### config.mk
export PLATFORM = sky130hd
export DESIGN_NAME = secded_decoder_pipe
export DESIGN_NICKNAME = d
export VERILOG_FILES = /design/src/rtl/secded_decoder_pipe.sv
export SDC_FILE = /design/constraint.sdc
export NUM_CORES = 1
export LEC_CHECK = 0
export CAP_MARGIN = 40
export CORE_MARGIN = 2
export CORE_UTILIZATION = 48
export CTS_CLUSTER_DIAMETER = 30
export DETAILED_ROUTE_END_ITERATION = 10
export GPL_TIMING_DRIVEN = 0
export MAX_ROUTING_LAYER = met4
export PLACE_DENSITY = 0.82
export SLEW_MARGIN = 30
export SYNTH_ARGS = -nofsm -noshare
export SYNTH_HDL_FRONTEND = slang
export SYNTH_SLANG_ARGS = --single-unit
### constraint.sdc
create_clock -name clk -period 2.9 [get_ports clk]
set_input_delay 0.29 -clock clk [delete_from_list [all_inputs] [get_ports clk]]
set_output_delay 0.29 -clock clk [all_outputs]
set_load 0.05 [all_outputs]
### src/rtl/secded_decoder_pipe.sv
// Two-stage pipelined SECDED decoder behind valid/ready streams.
// Stage 1 registers the codeword with its syndrome and parity; stage 2 registers the corrected payload.
module secded_decoder_pipe #(
  parameter int M = 32,
  parameter int CNT_W = 16,
  // Fixed-point iteration of r = clog2(M + r + 1). It starts below the solution,
  // so it settles on the smallest r that satisfies 2^r >= M + r + 1.
  localparam int R0 = $clog2(M + 1),
  localparam int R1 = $clog2(M + 1 + R0),
  localparam int R = $clog2(M + 1 + R1),
  localparam int N = M + R + 1,
  localparam int EW = $clog2(N)
) (
  input  logic             clk,
  input  logic             rst,
  input  logic             in_valid,
  output logic             in_ready,
  input  logic [N-1:0]     in_data,
  output logic             out_valid,
  input  logic             out_ready,
  output logic [M-1:0]     out_data,
  output logic             out_sec,
  output logic             out_ded,
  output logic [EW-1:0]    out_err_pos,
  input  logic             cnt_clr,
  output logic [CNT_W-1:0] sec_cnt,
  output logic [CNT_W-1:0] ded_cnt
);

  function automatic logic [N-1:0] syn_mask(input int k);
    logic [N-1:0] m;
    m = '0;
    for (int i = 0; i < N - 1; i++) begin
      if ((((i + 1) >> k) & 1) != 0) m[i] = 1'b1;
    end
    return m;
  endfunction

  // Codeword index of payload bit j: the j-th index below N-1 whose (index+1) is not a power of two.
  function automatic int data_idx(input int j);
    int cnt;
    int res;
    cnt = 0;
    res = 0;
    for (int i = 0; i < N - 1; i++) begin
      if (((i + 1) & i) != 0) begin
        if (cnt == j) res = i;
        cnt++;
      end
    end
    return res;
  endfunction

  logic             adv1;
  logic             adv2;
  logic [R-1:0]     syn_next;
  logic             par_next;

  logic             s1_valid_reg;
  logic [N-1:0]     s1_code_reg;
  logic [R-1:0]     s1_syn_reg;
  logic             s1_par_reg;

  logic             s2_valid_reg;
  logic [M-1:0]     data_reg;
  logic             sec_reg;
  logic             ded_reg;
  logic [EW-1:0]    pos_reg;

  logic [N-1:0]     corr_next;
  logic [M-1:0]     data_next;
  logic             sec_next;
  logic             ded_next;
  logic [EW-1:0]    pos_next;

  logic [CNT_W-1:0] sec_cnt_reg;
  logic [CNT_W-1:0] ded_cnt_reg;
  logic             deliver;

  assign adv2     = !s2_valid_reg || out_ready;
  assign adv1     = !s1_valid_reg || adv2;
  assign in_ready = adv1;
  assign deliver  = s2_valid_reg && out_ready;

  generate
    for (genvar gi = 0; gi < R; gi++) begin : g_syn
      localparam logic [N-1:0] MASK = syn_mask(gi);
      assign syn_next[gi] = ^(in_data & MASK);
    end
  endgenerate

  assign par_next = ^in_data;

  always_ff @(posedge clk) begin
    if (rst) begin
      s1_valid_reg <= 1'b0;
      s1_code_reg  <= '0;
      s1_syn_reg   <= '0;
      s1_par_reg   <= 1'b0;
    end else if (adv1) begin
      s1_valid_reg <= in_valid;
      if (in_valid) begin
        s1_code_reg <= in_data;
        s1_syn_reg  <= syn_next;
        s1_par_reg  <= par_next;
      end
    end
  end

  always_comb begin
    corr_next = s1_code_reg;
    sec_next  = 1'b0;
    ded_next  = 1'b0;
    pos_next  = '0;
    if (s1_par_reg) begin
      if (s1_syn_reg == '0) begin
        // Only the overall parity bit is wrong; the payload is untouched.
        sec_next = 1'b1;
        pos_next = EW'(N - 1);
      end else if (s1_syn_reg <= R'(N - 1)) begin
        sec_next = 1'b1;
        pos_next = EW'(s1_syn_reg - 1'b1);
        corr_next[pos_next] = ~s1_code_reg[pos_next];
      end else begin
        ded_next = 1'b1;
      end
    end else if (s1_syn_reg != '0) begin
      ded_next = 1'b1;
    end
  end

  generate
    for (genvar gi = 0; gi < M; gi++) begin : g_extract
      localparam int DIDX = data_idx(gi);
      assign data_next[gi] = corr_next[DIDX];
    end
  endgenerate

  always_ff @(posedge clk) begin
    if (rst) begin
      s2_valid_reg <= 1'b0;
      data_reg     <= '0;
      sec_reg      <= 1'b0;
      ded_reg      <= 1'b0;
      pos_reg      <= '0;
    end else if (adv2) begin
      s2_valid_reg <= s1_valid_reg;
      if (s1_valid_reg) begin
        data_reg <= data_next;
        sec_reg  <= sec_next;
        ded_reg  <= ded_next;
        pos_reg  <= pos_next;
      end
    end
  end

  // Clear takes priority over a coincident increment.
  always_ff @(posedge clk) begin
    if (rst || cnt_clr) begin
      sec_cnt_reg <= '0;
      ded_cnt_reg <= '0;
    end else if (deliver) begin
      if (sec_reg && (sec_cnt_reg != '1)) sec_cnt_reg <= sec_cnt_reg + 1'b1;
      if (ded_reg && (ded_cnt_reg != '1)) ded_cnt_reg <= ded_cnt_reg + 1'b1;
    end
  end

  assign out_valid   = s2_valid_reg;
  assign out_data    = data_reg;
  assign out_sec     = sec_reg;
  assign out_ded     = ded_reg;
  assign out_err_pos = pos_reg;
  assign sec_cnt     = sec_cnt_reg;
  assign ded_cnt     = ded_cnt_reg;

endmodule

==> impl_metrics.toml <==
[power]
vdd_ir_drop_max_mv = 0.4576
p_leak_uw = 0.002987
p_per_area_mw_per_mm2 = 735.4
p_total_uw = 6224

[floorplan]
die_w_um = 119.1
die_h_um = 119.1
core_sq_mm = 0.01309
dieArea_sq_mm = 0.01418
num_rows = 42
start_util_pct = 48.58
ios = 118

[routing]
ant_nets = 0
vias = 6278
route.detailed.drc = 0
firstDrtPassIters = 5
routed_via_density = 5.661
drt_iter0_drc = 509
wl_mm = 19.36
wl_per_cell_um = 17.45

[setup_path]
max_stage_delay_ns = 0.54
crit_arrival_ns = 3.05
crit_chain = "inv_4 -> ha_1 -> xnor2_2 -> clkbuf_2 -> nand2_1 -> a32oi_1 -> o211ai_1 -> o311ai_0 -> a21oi_1"
slowest_stage = "o311ai_0"
path_delay_family = "compound AO/OA/AOI/OAI gates"
required_ns = 3.19
crit_buf_inv = 2
critPathLaunchType = "flip-flop"
cp_max_fo = 11
critPathCaptureType = "flip-flop"
crit_type = "flip-flop to flip-flop"

[timing]
min_period_over_period_pct = 95.30
timing.final.max_slew_violations = 0
worstMarginPinSlew_ns = 0.8151
fin_crit_ns = 2.764
hold_viol_final = 0
fin_skew_ns = 0.01103
finalSetupViolCount = 0
relSlewSlack_pct = 44.25
max_freq_ghz = 0.3619

[global_routing]
grt_max_degree = 17
grt_pass1_wl_mm = 30.41
antenna_found_initial = 0
gr-total-overflow = 0
gr-usage-met1_pct = 36.37
use_met2_pct = 41.99
first_global_vias = 5741
grt_util_met3_pct = 6.609
globalRouteTotalUtil_pct = 28.12
busiest_layer = "met2"

[cts]
hold_buffers = 0
cts_buffers = 17
clk_path_buf_depth = 2
clk_latency_ns = 0.43
cts_htree_levels = 4
clockRootBuffer = "clkbuf_16"
clkSinkCount = 120
cts_tree = "built"
clkTransAtPathRegs_ns = 0.06

[placement]
dpl_cell_area_sq_mm = 0.007742
dp_hpwl_mm = 14.23
routabilityCongestion = 0.9598
io_buffers = 116

[finish]
post-route-util_pct = 64.69
final_common_cell = "nand2_1"
final_cell_mix = "nand2_1, dfxtp_1, clkdlybuf4s50_1"
stdcell_area_sq_mm = 0.008464
n_antenna_cell = 0
fin_nets = 968
area_growth_pct = 33.17
fillers = 1114
largest_register_ffs = 39
final_layout_size_suffix_gt1_share_pct = 7.610

[logic_synthesis]
yosys_warnings = 0
synth_top_area_share_pct = 37.80
synthCells = 782
seq_area_frac_synth_pct = 37.80
synth_nets = 830
synth_edf_count = 0
synth_seq_cells = 120
synth_ff_type = "dfxtp_1"
syn_area_per_cell_sq_um = 8.128
yosysTopAreaCell = "dfxtp_1"
ys_top_cells_by_area = "dfxtp_1, xnor2_1, nand2_1"
syn_area_sq_mm = 0.006356
ys_types = 57
async_reset_ff_share_pct = 0

[run]
maxCapViolCount = 0

[run_status]
status = "finished, final reports clean"

[worst_hold_path]
hold_path_class = "input pin to flip-flop"
cells in the mapped netlist (3+ instances only):
cell / n
a2111oi_0: 5
a211oi_1: 13
a21o_1: 6
a21oi_1: 74
a311oi_1: 13
a31oi_1: 3
and2_1: 10
and3_1: 9
and4_1: 7
buf_1: 3
buf_2: 3
clkbuf_1: 39
dfxtp_1: 120
ha_1: 4
inv_1: 6
mux2i_1: 9
mux4_2: 3
nand2_1: 128
nand2b_1: 4
nand3_1: 40
nand4_1: 6
nor2_1: 80
nor2b_1: 8
nor3_1: 16
nor4_1: 4
o211ai_1: 3
o21ai_0: 25
o311ai_0: 5
or3_1: 11
or4_1: 3
xnor2_1: 57
xnor3_1: 6
xor2_1: 24
layout make-up:
type / instances / area (sq um) / area share [%]
Tap cell: 176 / 220.2 / 2.602
Sequential cell: 120 / 2404 / 28.40
Inverter: 8 / 33.78 / 0.3991
Clock inverter: 11 / 146.4 / 1.729
Buffer: 49 / 219.0 / 2.587
Multi-Input combinational cell: 605 / 3792 / 44.80
Timing Repair Buffer: 119 / 1179 / 13.92
Clock buffer: 21 / 470.5 / 5.558
worst register-to-register path: stages, from the launching register on:
cell and delay, ns:
dfxtp_2 0.39, inv_4 0.10, ha_1 0.30, xnor2_2 0.31
clkbuf_2 0.30, nand2_1 0.09, a32oi_1 0.23, o211ai_1 0.22
o311ai_0 0.55, a21oi_1 0.14
metal layers:
metal  up-vias  part of all wire (%)
met2       304                    46
met4         0                   3.6
met3        51                   8.2
met1      2902                    43
li1       3021                     -
met5         -                     0
power breakdown:
group          leakage, uW  internal [uW]  switching (uW)
clock             0.000299           1420             779
sequential        0.000981           1740            78.7
combinational      0.00171            849            1360
total              0.00299           4010            2220
cell families after synthesis:
kind of cell	Yosys count	share of synthesized area, %
xor+xnor	91	14.86
compound gates	162	15.73
mux	13	2.657
fa+ha+maj	4	0.7874
flops	120	37.80
simple gates	335	24.31
buf+inv	57	3.858
metrics by stage:
| stage | setup TNS (ns) | hold WS, ns | instances | worst slack (ns) |
|---|---|---|---|---|
| after floorplan | 0 | 0.4074 | 782 | 0.2096 |
| after global placement | -8.241 | 0.4430 | 1074 | -0.4777 |
| after detailed placement | -9.323 | 0.4454 | 1075 | -0.5326 |
| after CTS | 0 | 0.2971 | 1108 | 0.007959 |
| after global routing | -0.01463 | 0.3511 | 1109 | -0.01463 |
| final | 0 | 0.2933 | 1109 | 0.1364 |
worst paths after layout:
kind,start,endpoint,slack (ns),depth (start not counted)
worst max register to register,s1_syn_reg[0]$_SDFFE_PP0P_,out_data[28]$_SDFFE_PP0P_,0.14,9
worst max-delay path,s1_syn_reg[0]$_SDFFE_PP0P_,out_data[28]$_SDFFE_PP0P_,0.14,9
worst min register to register,out_data[30]$_SDFFE_PP0P_,out_data[30]$_SDFFE_PP0P_,0.46,2
worst min-delay path,rst,s1_par_reg$_SDFFE_PP0P_,0.29,3
repair_timing:
action	CTS	global route
setup buffers	1	0
resized for setup	12	15
gates cloned	0	0
setup endpoints to repair	32	32
pin swaps	1	1
Note: power is estimated with default switching activity, not from simulation.
